===== config.mk =====
export PLATFORM = sky130hd
export DESIGN_NAME = ssd_scan_ctrl
export DESIGN_NICKNAME = d
export VERILOG_FILES = /design/src/rtl/ssd_pkg.sv /design/src/rtl/ssd_hex_decoder.sv /design/src/rtl/ssd_scan_ctrl.sv
export SDC_FILE = /design/constraint.sdc
export NUM_CORES = 1
export LEC_CHECK = 0
export ABC_CLOCK_PERIOD_IN_PS = 2300
export CAP_MARGIN = 10
export CORE_UTILIZATION = 57
export CTS_CLUSTER_DIAMETER = 60
export DETAILED_ROUTE_END_ITERATION = 12
export DONT_BUFFER_PORTS = 1
export HOLD_SLACK_MARGIN = 0.03
export PLACE_DENSITY = 0.75
export SLEW_MARGIN = 20
export SYNTH_ARGS = -nofsm -noshare
export SYNTH_HDL_FRONTEND = slang
export SYNTH_SLANG_ARGS = --single-unit

===== constraint.sdc =====
create_clock -name clk -period 2.3 [get_ports clk]
set_clock_uncertainty 0.05 [all_clocks]
set_input_delay 0.23 -clock clk [delete_from_list [all_inputs] [get_ports clk]]
set_output_delay 0.23 -clock clk [all_outputs]
set_load 0.03 [all_outputs]

===== src/rtl/ssd_pkg.sv =====
// Shared definitions for the seven-segment scan controller: segment table,
// blank pattern, scan states and the scan index width helper.
package ssd_pkg;

    localparam logic [6:0] SEG_OFF = 7'b1111111;

    // Active-low {a..g}, indexed by nibble value (entry 0 in the low bits)
    localparam logic [15:0][6:0] SEG_TABLE = {
        7'b0111000,  // F
        7'b0110000,  // E
        7'b1000010,  // d
        7'b0110001,  // C
        7'b1100000,  // b
        7'b0001000,  // A
        7'b0000100,  // 9
        7'b0000000,  // 8
        7'b0001111,  // 7
        7'b0100000,  // 6
        7'b0100100,  // 5
        7'b1001100,  // 4
        7'b0000110,  // 3
        7'b0010010,  // 2
        7'b1001111,  // 1
        7'b0000001   // 0
    };

    typedef enum logic {
        DISPLAY,
        BLANK
    } scan_state_t;

    function automatic int idx_width(input int n);
        int w;
        w = 1;
        while ((1 << w) < n) w++;
        return w;
    endfunction

endpackage


===== src/rtl/ssd_hex_decoder.sv =====
// Combinational hex nibble to active-low seven-segment decoder.
module ssd_hex_decoder
    import ssd_pkg::*;
(
    input  logic [3:0] nibble,
    output logic [6:0] seg
);

    assign seg = SEG_TABLE[nibble];

endmodule


===== src/rtl/ssd_scan_ctrl.sv =====
// N-digit seven-segment scan controller with frame-synchronous double buffer.
// Optional LEADING_ZERO_BLANK_EN suppresses leading zero digits at commit time.
module ssd_scan_ctrl
    import ssd_pkg::*;
#(
    parameter int NUM_DIGITS   = 8,
    parameter int DWELL_CYCLES = 100000,
    parameter int BLANK_CYCLES = 500,
    parameter int CNT_W        = 17
) (
    input  logic                             clk,
    input  logic                             Reset_n,
    input  logic [4*NUM_DIGITS-1:0]          digits_in,
    input  logic [NUM_DIGITS-1:0]            dp_in,
    input  logic [NUM_DIGITS-1:0]            digit_en,
    input  logic                             load,
    output logic                             update_pending,
    output logic [NUM_DIGITS-1:0]            An,
    output logic [6:0]                       Cath,
    output logic                             Dp,
    output logic [idx_width(NUM_DIGITS)-1:0] scan_idx,
    output logic                             frame_tick
);

    localparam int IDX_W = idx_width(NUM_DIGITS);
    localparam logic [IDX_W-1:0] LAST_IDX   = IDX_W'(NUM_DIGITS - 1);
    localparam logic [CNT_W-1:0] DWELL_LAST = CNT_W'(DWELL_CYCLES - 1);
    localparam logic [CNT_W-1:0] BLANK_LAST = CNT_W'((BLANK_CYCLES > 0) ? BLANK_CYCLES - 1 : 0);
    localparam bit               HAS_BLANK  = (BLANK_CYCLES > 0);

    scan_state_t             state, state_nxt;
    logic [CNT_W-1:0]        cnt, cnt_nxt;
    logic [IDX_W-1:0]        idx_nxt;
    logic                    advance, wrap, commit;

    logic [4*NUM_DIGITS-1:0] act_digits, pend_digits, src_digits;
    logic [NUM_DIGITS-1:0]   act_dp, pend_dp, src_dp;
    logic [NUM_DIGITS-1:0]   act_en, pend_en, src_en;
    logic [NUM_DIGITS-1:0]   show_en;
    logic [3:0]              act_nib [NUM_DIGITS];
    logic [6:0]              cur_seg;
    logic                    lit;

    always_ff @(posedge clk or negedge Reset_n) begin
        if (!Reset_n) begin
            state    <= DISPLAY;
            cnt      <= '0;
            scan_idx <= '0;
        end else begin
            state    <= state_nxt;
            cnt      <= cnt_nxt;
            scan_idx <= idx_nxt;
        end
    end

    // A slot ends after its dwell, or after the blank gap when one is configured
    always_comb begin
        state_nxt = state;
        cnt_nxt   = cnt + CNT_W'(1);
        advance   = 1'b0;
        case (state)
            DISPLAY: if (cnt == DWELL_LAST) begin
                cnt_nxt = '0;
                if (HAS_BLANK) state_nxt = BLANK;
                else           advance   = 1'b1;
            end
            BLANK: if (cnt == BLANK_LAST) begin
                cnt_nxt   = '0;
                state_nxt = DISPLAY;
                advance   = 1'b1;
            end
        endcase
        wrap    = advance && (scan_idx == LAST_IDX);
        idx_nxt = scan_idx;
        if (advance) idx_nxt = wrap ? '0 : scan_idx + IDX_W'(1);
    end

    assign frame_tick = wrap;

    // A load on the wrap cycle bypasses the pending buffer
    assign commit     = wrap && (load || update_pending);
    assign src_digits = load ? digits_in : pend_digits;
    assign src_dp     = load ? dp_in     : pend_dp;
    assign src_en     = load ? digit_en  : pend_en;

    always_ff @(posedge clk or negedge Reset_n) begin
        if (!Reset_n) begin
            pend_digits    <= '0;
            pend_dp        <= '0;
            pend_en        <= '0;
            act_digits     <= '0;
            act_dp         <= '0;
            act_en         <= '0;
            update_pending <= 1'b0;
        end else begin
            if (load) begin
                pend_digits <= digits_in;
                pend_dp     <= dp_in;
                pend_en     <= digit_en;
            end
            if (commit) begin
                act_digits <= src_digits;
                act_dp     <= src_dp;
                act_en     <= src_en;
            end
            if (wrap)      update_pending <= 1'b0;
            else if (load) update_pending <= 1'b1;
        end
    end

`ifdef LEADING_ZERO_BLANK_EN
    logic [NUM_DIGITS-1:0] lz_mask, lz_mask_nxt;
    logic                  leading;

    // Walk down from the top, skipping disabled slots; digit 0 always survives
    always_comb begin
        lz_mask_nxt = '0;
        leading     = 1'b1;
        for (int i = NUM_DIGITS - 1; i > 0; i--) begin
            if (leading && src_en[i]) begin
                if (src_digits[4*i +: 4] == 4'h0) lz_mask_nxt[i] = 1'b1;
                else                              leading        = 1'b0;
            end
        end
    end

    always_ff @(posedge clk or negedge Reset_n) begin
        if (!Reset_n)    lz_mask <= '0;
        else if (commit) lz_mask <= lz_mask_nxt;
    end

    assign show_en = act_en & ~lz_mask;
`else
    assign show_en = act_en;
`endif

    always_comb begin
        for (int i = 0; i < NUM_DIGITS; i++) act_nib[i] = act_digits[4*i +: 4];
    end

    assign lit = (state == DISPLAY) && show_en[scan_idx];

    ssd_hex_decoder u_dec (
        .nibble (act_nib[scan_idx]),
        .seg    (cur_seg)
    );

    always_ff @(posedge clk or negedge Reset_n) begin
        if (!Reset_n) begin
            An   <= '1;
            Cath <= SEG_OFF;
            Dp   <= 1'b1;
        end else begin
            An   <= lit ? ~(NUM_DIGITS'(1) << scan_idx) : '1;
            Cath <= lit ? cur_seg : SEG_OFF;
            Dp   <= lit ? ~act_dp[scan_idx] : 1'b1;
        end
    end

endmodule

# After elaboration in Yosys (flattened, before gate mapping)
# Memory sizes are Yosys's and may differ from the RTL's.
# Index checks and enable logic that the tools add are counted.
# word_totals
ff_bits,134
memories,1
word_cells,57
mem_bits_ro,112
out_inout_bits,21
# classes
n_bitwise,4
order_cmp,3
n_reduce_logical,5
add_sub_neg,2
n_mux,25
n_eq_ne,3
n_shift,1
# memory_table
memory,words,width,rd,rd_clocked_by_memory_dff,write_ports,line,source
(no name shown),16,7,1,0,0,ssd_hex_decoder.sv:9,assign seg = SEG_TABLE[nibble];
# ops
op,count
17-bit two-way mux,2
17-bit case mux with 2 select lines,1
32-bit two-way mux,1
8-bit two-way mux,3
"17-bit by 1-bit adder with 17-bit output, second input constant",1
"17-bit == test, second input constant",1
"17-bit by 9-bit == test with 1-bit output, second input constant",1
7-bit two-way mux,2
4-bit binary-select mux with 3-bit select,1
1-bit two-way mux,8
4-bit two-way mux,2
8-bit inverter,1
"1-bit by 3-bit left shift with 8-bit output, first input constant",1
1-bit binary-select mux with 3-bit select,2
"4-bit by 5-bit less-than comparator with 1-bit output, second input constant",1
"4-bit greater-or-equal comparator, second input constant",1
"3-bit by 4-bit less-than comparator with 1-bit output, second input constant",1
3-bit inverter with 4-bit output,1
1-bit case mux with 2 select lines,2
"3-bit by 1-bit adder with 3-bit output, second input constant",1
"3-bit == test, second input constant",1
1-bit logical AND,3
3-bit two-way mux,1
1-bit inverter,2
2 further kinds,2

# Longest topological paths before layout
# Gate-level depths: netlist (run 1).
# logic_depth
depth_word,7
mapped_depth,11
depth_no_buf,9

# Cells and area by module
# From an unflattened synthesis (run 1), not the netlist that was laid out.
# hier_totals
hier_cells,423
hier_area_um2,5889.4
# by_module_without_submodules
mod,cells_per_inst,area_each_um2,instances
ssd_scan_ctrl,391,5614.1,1
ssd_hex_decoder,32,275.3,1

# Worst setup path before layout (run 1)
# OpenSTA, ideal clock, no wires.
# synth_timing
path_type,register -> register
startpoint,register scan_idx[1]
endpoint,register Cath[2]
slack_ns,-0.321
stages_incl_launch_ff,9
path_buffers,1
synth_period_minus_slack_ns,2.621
required_time_ns,2.139
t_arrival_ns,2.460
path_cell_list,dfrtp_1 -> clkbuf_1 -> mux4_2 -> mux2i_1 -> inv_1 -> ha_1 -> mux2_2 -> nand2_1 -> o311ai_0
# synth_via
elab_chain_cells,7
elab_cells_between_ends,10
# synth_lines
item,line,source
from (decl),ssd_scan_ctrl.sv:21,"output logic [idx_width(NUM_DIGITS)-1:0] scan_idx,"
from (signal assigned),ssd_scan_ctrl.sv:52,scan_idx <= idx_nxt;
3-bit inverter with 4-bit output (not written as such),ssd_scan_ctrl.sv:144,".nibble (act_nib[scan_idx]),"
4-bit binary-select mux with 3-bit select,ssd_scan_ctrl.sv:144,
4-bit two-way mux (not written as such) (2 in series),ssd_scan_ctrl.sv:144,
memory read 16 x 7 bit,n/a,
7-bit two-way mux (not written as such),ssd_hex_decoder.sv:9,
7-bit two-way mux *,ssd_scan_ctrl.sv:155,Cath <= lit ? cur_seg : SEG_OFF;
to (signal assigned),ssd_scan_ctrl.sv:155,
to (decl),ssd_scan_ctrl.sv:19,"output logic [6:0] Cath,"
# Every way passes the cells marked *; elsewhere a longest branch is shown, timed or not. The select of a mux whose other input is x is not followed.
# A chain may end at the register's enable or synchronous reset.

# Worst setup path in the final report (run 1)
# layout_timing
startpoint,register cnt[12]
endpoint,register act_digits[0]
# layout_via
elab_chain_cells,5
# layout_lines
item,line,source
from (decl),ssd_scan_ctrl.sv:32,"logic [CNT_W-1:0] cnt, cnt_nxt;"
from (signal assigned),ssd_scan_ctrl.sv:51,cnt <= cnt_nxt;
17-bit by 9-bit == test with 1-bit output,ssd_scan_ctrl.sv:67,BLANK: if (cnt == BLANK_LAST) begin
1-bit two-way mux,ssd_scan_ctrl.sv:67,
1-bit case mux with 2 select lines,ssd_scan_ctrl.sv:61,case (state)
1-bit logical AND,ssd_scan_ctrl.sv:73,wrap = advance && (scan_idx == LAST_IDX);
1-bit logical AND,ssd_scan_ctrl.sv:81,assign commit = wrap && (load || update_pending);
to (signal assigned),ssd_scan_ctrl.sv:102,act_digits <= src_digits;
to (decl),ssd_scan_ctrl.sv:36,"logic [4*NUM_DIGITS-1:0] act_digits, pend_digits, src_digits;"
# Every way passes these cells.

==> impl_metrics.toml, run 1 <==
[synth]
synth_compound_gate_area_share_pct = 2.41
synthesis.area_per_instance_um2 = 14.2
total_nets_after_synthesis = 472
basic_gate_share_of_the_synthesized_area_counting_and_or_nand_and_nor_cells_pct = 7.78
ys_ff_latch = 134
ys_dominant_reg_cell = "sky130_fd_sc_hd__dfrtp_1"
postSynthCellCount = 408
synth_cell_type_count = 45
synth_edf_count = 0
combinational_family_with_the_most_area_after_synthesis = "multiplexers"
synth_fa_ha_area_share_pct = 2.80
netlist_area_um2 = 5800
synth_xor_xnor_area_share_pct = 2.26
ys_seq_area_share_pct = 58.1
synth_async_sr_flop_share_pct = 100
synth_warnings = 0
portion_of_netlist_area_occupied_by_mux_cells_pct = 24.2

[final_layout]
final_cells = 683
drive_above_1_share_pct = 34.7
multiInputGateArea_um2 = 2380
filler_cell_count = 516
area.growth.synth_to_final_pct = 36.0
storage_cell_area_um2 = 3380
final_cell_area_um2 = 7900
nNetsFinal = 601
most_common_library_cell_in_the_layout_ignoring_fill_and_taps = "sky130_fd_sc_hd__dfrtp_1"
antenna_diode_count = 0
most-common-layout-cells = "sky130_fd_sc_hd__dfrtp_1, sky130_fd_sc_hd__dlygate4sd3_1, sky130_fd_sc_hd__mux2_2"

[place]
dp_cells = 539
post_dp_cell_area_um2 = 6000
numPortBuffers = 0
pre_cts_slack_ns = -0.0265
gp_congestion = 0.898
place_hpwl_um = 6990

[grt]
grt_max_degree = 135
gr-usage-met3_pct = 8.61
grt_pass1_vias = 4118
antenna_violations_before_repair = 0
grt_most_used_layer = "met2"
grt_util_all_layers_pct = 28.8
grt_pass1_wl_um = 21800
gr-usage-met1_pct = 34.0
globalRoute.totalOverflow = 0
global_route.usage.met2_pct = 49.3

[pwr]
power.leakage_uw = 0.00346
total_power_uw = 6050
p_per_area_nw_per_um2 = 767
irDropWorstVdd_mv = 0.608

[critical_path]
crit_chain = "nor4_4 -> and2_4 -> nand4_4 -> buf_4 -> nor3_4 -> buf_12 -> clkbuf_16 -> mux2_2"
path_class = "register to register"
cp_max_fo = 12
origin_of_the_critical_flop_to_flop_path = "cnt[12]"
largest_delay_share_family_worst_path = "simple AND/OR/NAND/NOR gates"
setup.reg_to_reg.worst_slack_ns = -0.04
critical_path.startpoint_type = "register"
endpoint_kind = "register"
required_time_of_the_worst_setup_path_ns = 2.65
critical_path_buf_inv_count = 3
timing.rr.end = "act_digits[0]"
critical_path.slowest_cell = "sky130_fd_sc_hd__dfrtp_2"
critical_path_arrival_ns = 2.69
max_stage_delay_ns = 0.43
r2r_cells = 8

[cts]
cts_tree = "yes"
clk_pin_slew_worst_paths_ns = 0.06
worstSkewPairLatency_ns = 0.53
cts_hold_buffers = 97
max-clock-path-buffers = 2
cts.sink_count = 134
number_of_h_tree_branching_levels = 4
numCtsBuffers = 17
clockRootBuffer = "sky130_fd_sc_hd__clkbuf_8"

[sta]
whs_ns = -0.653
finalHoldViolations = 134
fin_tns_setup_ns = -1.16
final-max-slew-violation-count = 0
tmin_final_ns = 2.34
setup_ws_ns = -0.0395
rsz0062_at_grt = "true"
slew-limit-headroom_pct = 36.2
tightest_slew_ns = 0.949
final_min_period_over_clock_period_pct = 102
setup_violations = 48
maximum_clock_frequency_mhz = 427

[die]
fp-row-count = 36
die-width_um = 103
dieArea_um2 = 10600
floorplan.initialDensity_pct = 59.1
fp.dieH_um = 103
design.portCount = 72
floorplan.core_area_um2 = 9820

[routing]
drc = 0
ant_nets = 0
detailed_routing_iterations_pass_1 = 6
number_of_drc_violations_after_detailed_routing_iteration_0 = 320
detail_route.vias_per_cell = 6.00
totalWireLength_um = 15500
wire_per_inst_um = 22.6
routed_via_count = 4095

[flow_run]
max_cap_viol_count = 0

[min_path]
hold_path_class = "primary input to async pin"

[status]
outcome = "finished with violations"
violations = "hold timing, setup timing"
flip-flops by register name (all words and copies together) (netlist names):
| signal | count |
|---|---|
| An | 8 |
| Cath | 7 |
| Dp | 1 |
| act_digits | 32 |
| act_dp | 8 |
| act_en | 8 |
| cnt | 17 |
| pend_digits | 32 |
| pend_dp | 8 |
| pend_en | 8 |
| scan_idx | 3 |
| state | 1 |
| update_pending | 1 |
cell usage after synthesis, types with 2 or more instances:
cell type                  number  area share, %
sky130_fd_sc_hd__dfrtp_1      118             51
sky130_fd_sc_hd__mux2_2        81             16
sky130_fd_sc_hd__nand2_1       25            1.6
sky130_fd_sc_hd__nor2_1        23            1.5
sky130_fd_sc_hd__mux2_1        20            3.9
sky130_fd_sc_hd__dfstp_2       16            7.2
sky130_fd_sc_hd__ha_1          13            2.8
sky130_fd_sc_hd__mux4_2        10            3.9
sky130_fd_sc_hd__inv_1          9           0.58
sky130_fd_sc_hd__xnor2_1        9            1.4
sky130_fd_sc_hd__nand3_1        8           0.69
sky130_fd_sc_hd__and3_1         6           0.65
sky130_fd_sc_hd__nor3_1         6           0.52
sky130_fd_sc_hd__xor2_1         6           0.91
sky130_fd_sc_hd__buf_1          5           0.32
sky130_fd_sc_hd__a21oi_1        4           0.34
sky130_fd_sc_hd__buf_6          4           0.78
sky130_fd_sc_hd__nand4_1        4           0.43
sky130_fd_sc_hd__buf_4          3           0.39
sky130_fd_sc_hd__mux2i_1        3           0.52
sky130_fd_sc_hd__o21ai_0        3           0.26
sky130_fd_sc_hd__o221ai_1       3           0.45
sky130_fd_sc_hd__a211oi_1       2           0.26
sky130_fd_sc_hd__and2_1         2           0.22
sky130_fd_sc_hd__buf_2          2           0.17
sky130_fd_sc_hd__nor4_1         2           0.22
sky130_fd_sc_hd__o31ai_1        2           0.26
sky130_fd_sc_hd__or4_1          2           0.26
through the flow:
stage	hold WS [ns]	utilization (%)
after CTS	-0.665	78.4
after floorplan	-0.116	-
final	-0.653	80.4
after global routing	-0.674	80.4
after detailed placement	-0.112	61.1
after global placement	-0.112	61.1
routing by layer:
layer,part of all wire [%],up-vias
met5,0,-
met4,3.4,0
met3,7.2,44
met2,52,219
met1,37,2117
li1,-,1715
worst reg2reg max path: cells and delay by family, from the launching register on:
family	cells	cell delay [ns]
DFF	1	0.43
and+or+nand+nor	4	0.88
muxes	1	0.35
buffers and inverters	3	0.51
how the worst max path moves through the flow:
stage	endpoint	from	cells past startpoint	slack, ns
final	act_digits[0]	cnt[12]	8	-0.04
after global routing	act_digits[11]	cnt[3]	8	-0.09
after CTS	Cath[1]	scan_idx[0]	10	0.004
after detailed placement	Cath[1]	scan_idx[0]	10	-0.03
after global placement	Cath[2]	scan_idx[0]	7	0.08
after floorplan	Cath[2]	scan_idx[0]	8	-0.01
logic make-up (layout without fill, tap and decap cells):
family                   Yosys count  count (layout)
adder cells (fa/ha/maj)           13              13
AND/OR/NAND/NOR                   86              86
flip-flops                       134             134
XOR/XNOR                          15              15
buffers and inverters             25             167
multiplexers                     115             115
AO/OA/AOI/OAI                     20              20
layout make-up:
type,instances,share of cell area (%)
Sequential cell,134,42.8
Multi-Input combinational cell,249,30.1
Timing Repair Buffer,125,16.0
Clock inverter,11,2.79
Inverter,10,0.475
Clock buffer,21,5.69
Tap cell,133,2.11
power by group:
group | switching [µW] | total, µW | internal, µW
Sequential | 65.2 | 2550 | 2490
Clock | 1030 | 3070 | 2040
Combinational | 139 | 427 | 289
Total | 1230 | 6050 | 4820
what timing repair did:
item	in CTS	in global routing
pin swaps	2	8
gates cloned	0	3
gates resized for setup	8	19
buffers inserted	4	8
endpoints found under the hold margin	231	134
setup endpoints to repair	13	60
Note: power is estimated with default switching activity, not from simulation.
==> inputs of run 2 (changes only) <==
Settings changed: CAP_MARGIN 10 to default, MAX_ROUTING_LAYER from default to met4, SLEW_MARGIN 20 to 25.
==> impl_metrics.toml, run 2 (synthesis results as in run 1) <==
[sta]
slew-limit-headroom_pct = 46.6
maximum_clock_frequency_mhz = 432
finalHoldViolations = 134
tmin_final_ns = 2.31
rsz0062_at_grt = "true"
final-max-slew-violation-count = 0
final_min_period_over_clock_period_pct = 101
setup_violations = 1
setup_ws_ns = -0.0142
whs_ns = -0.650
tightest_slew_ns = 0.794

[final_layout]
area.growth.synth_to_final_pct = 36.0
multiInputGateArea_um2 = 2380
drive_above_1_share_pct = 35.3
storage_cell_area_um2 = 3380
largestRegisters = "act_digits: 32 flops, pend_digits: 32 flops, cnt: 17 flops"
most-common-layout-cells = "sky130_fd_sc_hd__dfrtp_1, sky130_fd_sc_hd__dlygate4sd3_1, sky130_fd_sc_hd__mux2_2"
antenna_diode_count = 0
fin_util_pct = 80.4
nNetsFinal = 603
filler_cell_count = 526
most_common_library_cell_in_the_layout_ignoring_fill_and_taps = "sky130_fd_sc_hd__dfrtp_1"

[grt]
grt_util_all_layers_pct = 29.8
globalRoute.totalOverflow = 0
grt_max_degree = 135
grt_pass1_wl_um = 21800
antenna_violations_before_repair = 0
grt_pass1_vias = 4120

[routing]
drc = 0
routed_via_count = 3952
totalWireLength_um = 14900
top_signal_layer_used = "met4"
met3_length_um = 985
route.met2.wl_um = 7830
detail_route.vias_per_cell = 5.77
wire_per_inst_um = 21.7
detailed_routing_iterations_pass_1 = 5
number_of_drc_violations_after_detailed_routing_iteration_0 = 284
ant_nets = 0
m1_wl_um = 5520

[place]
gp_congestion = 0.914
place_hpwl_um = 6990
numPortBuffers = 0

[die]
floorplan.core_area_um2 = 9820
fp-row-count = 36
dieArea_um2 = 10600
die-width_um = 103
design.portCount = 72
fp.dieH_um = 103
floorplan.initialDensity_pct = 59.1

[status]
outcome = "finished with violations"
violations = "hold timing, setup timing"

[critical_path]
origin_of_the_critical_flop_to_flop_path = "scan_idx[0]"
crit_chain = "nor4_4 -> and2_4 -> nand4_4 -> buf_6 -> nor2_4 -> buf_6"
critical_path.startpoint_type = "register"
cp_max_fo = 4
critical_path_buf_inv_count = 2
largest_delay_share_family_worst_path = "simple AND/OR/NAND/NOR gates"
required_time_of_the_worst_setup_path_ns = 2.02
critical_path_arrival_ns = 2.03
r2r_cells = 10
endpoint_kind = "output port"
timing.rr.end = "Cath[0]"
path_class = "register to output port"
setup.reg_to_reg.worst_slack_ns = 0.02
critical-path-top-cell-by-count = "sky130_fd_sc_hd__buf_6"
critical_path.slowest_cell = "sky130_fd_sc_hd__dfrtp_2"
max_stage_delay_ns = 0.43

[cts]
cts.sink_count = 134
numCtsBuffers = 17
worstSkewPairLatency_ns = 0.53
cts_hold_buffers = 97
number_of_h_tree_branching_levels = 4
clockRootBuffer = "sky130_fd_sc_hd__clkbuf_8"
clk_pin_slew_worst_paths_ns = 0.06
max-clock-path-buffers = 2
cts_tree = "yes"

[flow_run]
max_cap_viol_count = 0

[pwr]
total_power_uw = 6040
power.leakage_uw = 0.00346
p_per_area_nw_per_um2 = 766
irDropWorstVdd_mv = 0.660

[min_path]
hold_path_class = "primary input to async pin"
==> run 2: where the power goes <==
part	total [µW]	switching [µW]	leakage, µW	internal, µW
clock network	3060	1020	0.000315	2040
registers	2550	61.9	0.00166	2490
logic	432	141	0.00149	291
==> run 2: worst max-delay path by stage <==
stage | from | end | depth (start not counted)
2_1_floorplan | scan_idx[0] | Cath[2] | 8
3_3_place_gp | scan_idx[0] | Cath[2] | 7
3_5_place_dp | scan_idx[0] | Cath[1] | 10
4_1_cts | scan_idx[0] | Cath[1] | 10
5_1_grt | cnt[12] | frame_tick | 6
6_report | cnt[12] | frame_tick | 6
==> run 2: what timing repair did <==
item                                    in CTS  in global routing
endpoints found under the setup margin      13                 60
hold endpoints to repair                   231                134
cloned                                       0                  2
pin swaps                                    2                  6
buffers inserted                             4                 11
gates resized for setup                      8                 19
==> run 2: per-stage QoR <==
step	area (µm²)	instances	hold slack (ns)	setup TNS, ns	worst slack [ns]
after global placement	6000	539	-0.112	0	0.0754
final	7890	685	-0.650	-0.0142	-0.0142
after detailed placement	6000	539	-0.112	-0.0372	-0.0265
after floorplan	5830	408	-0.116	-0.0140	-0.0140
after CTS	7700	672	-0.665	0	0.00362
after global routing	7890	685	-0.672	-0.921	-0.0785
==> run 2: area by class of cell <==
| cell class | count | share of cell area [%] |
|---|---|---|
| Multi-Input combinational cell | 249 | 30.2 |
| Clock inverter | 11 | 2.79 |
| Clock buffer | 21 | 5.69 |
| Sequential cell | 134 | 42.8 |
| Timing Repair Buffer | 127 | 15.9 |
| Inverter | 10 | 0.476 |
| Tap cell | 133 | 2.11 |
==> run 2: metal layers <==
metal / global-route usage, % / vias up
met5: - / -
met2: 49.1 / 185
met1: 34.3 / 2004
met4: 12.1 / 0
met3: 8.75 / 49
li1: - / 1714
==> run 2: worst reg2reg max path, delay by kind of cell (launching register included) <==
| kind | cells | cell delay [ns] |
|---|---|---|
| and+or+nand+nor | 3 | 0.34 |
| DFF | 1 | 0.47 |
| AOI/OAI and AO/OA | 2 | 0.30 |
| adders and majority gates | 1 | 0.20 |
| muxes | 1 | 0.51 |
| buffers and inverters | 3 | 0.32 |
==> inputs of run 3 (changes only) <==
Settings changed: MAX_ROUTING_LAYER met4 to default.
==> results of run 3 <==
Same layout as run 1: the final DEF is identical, and so are final timing and power.
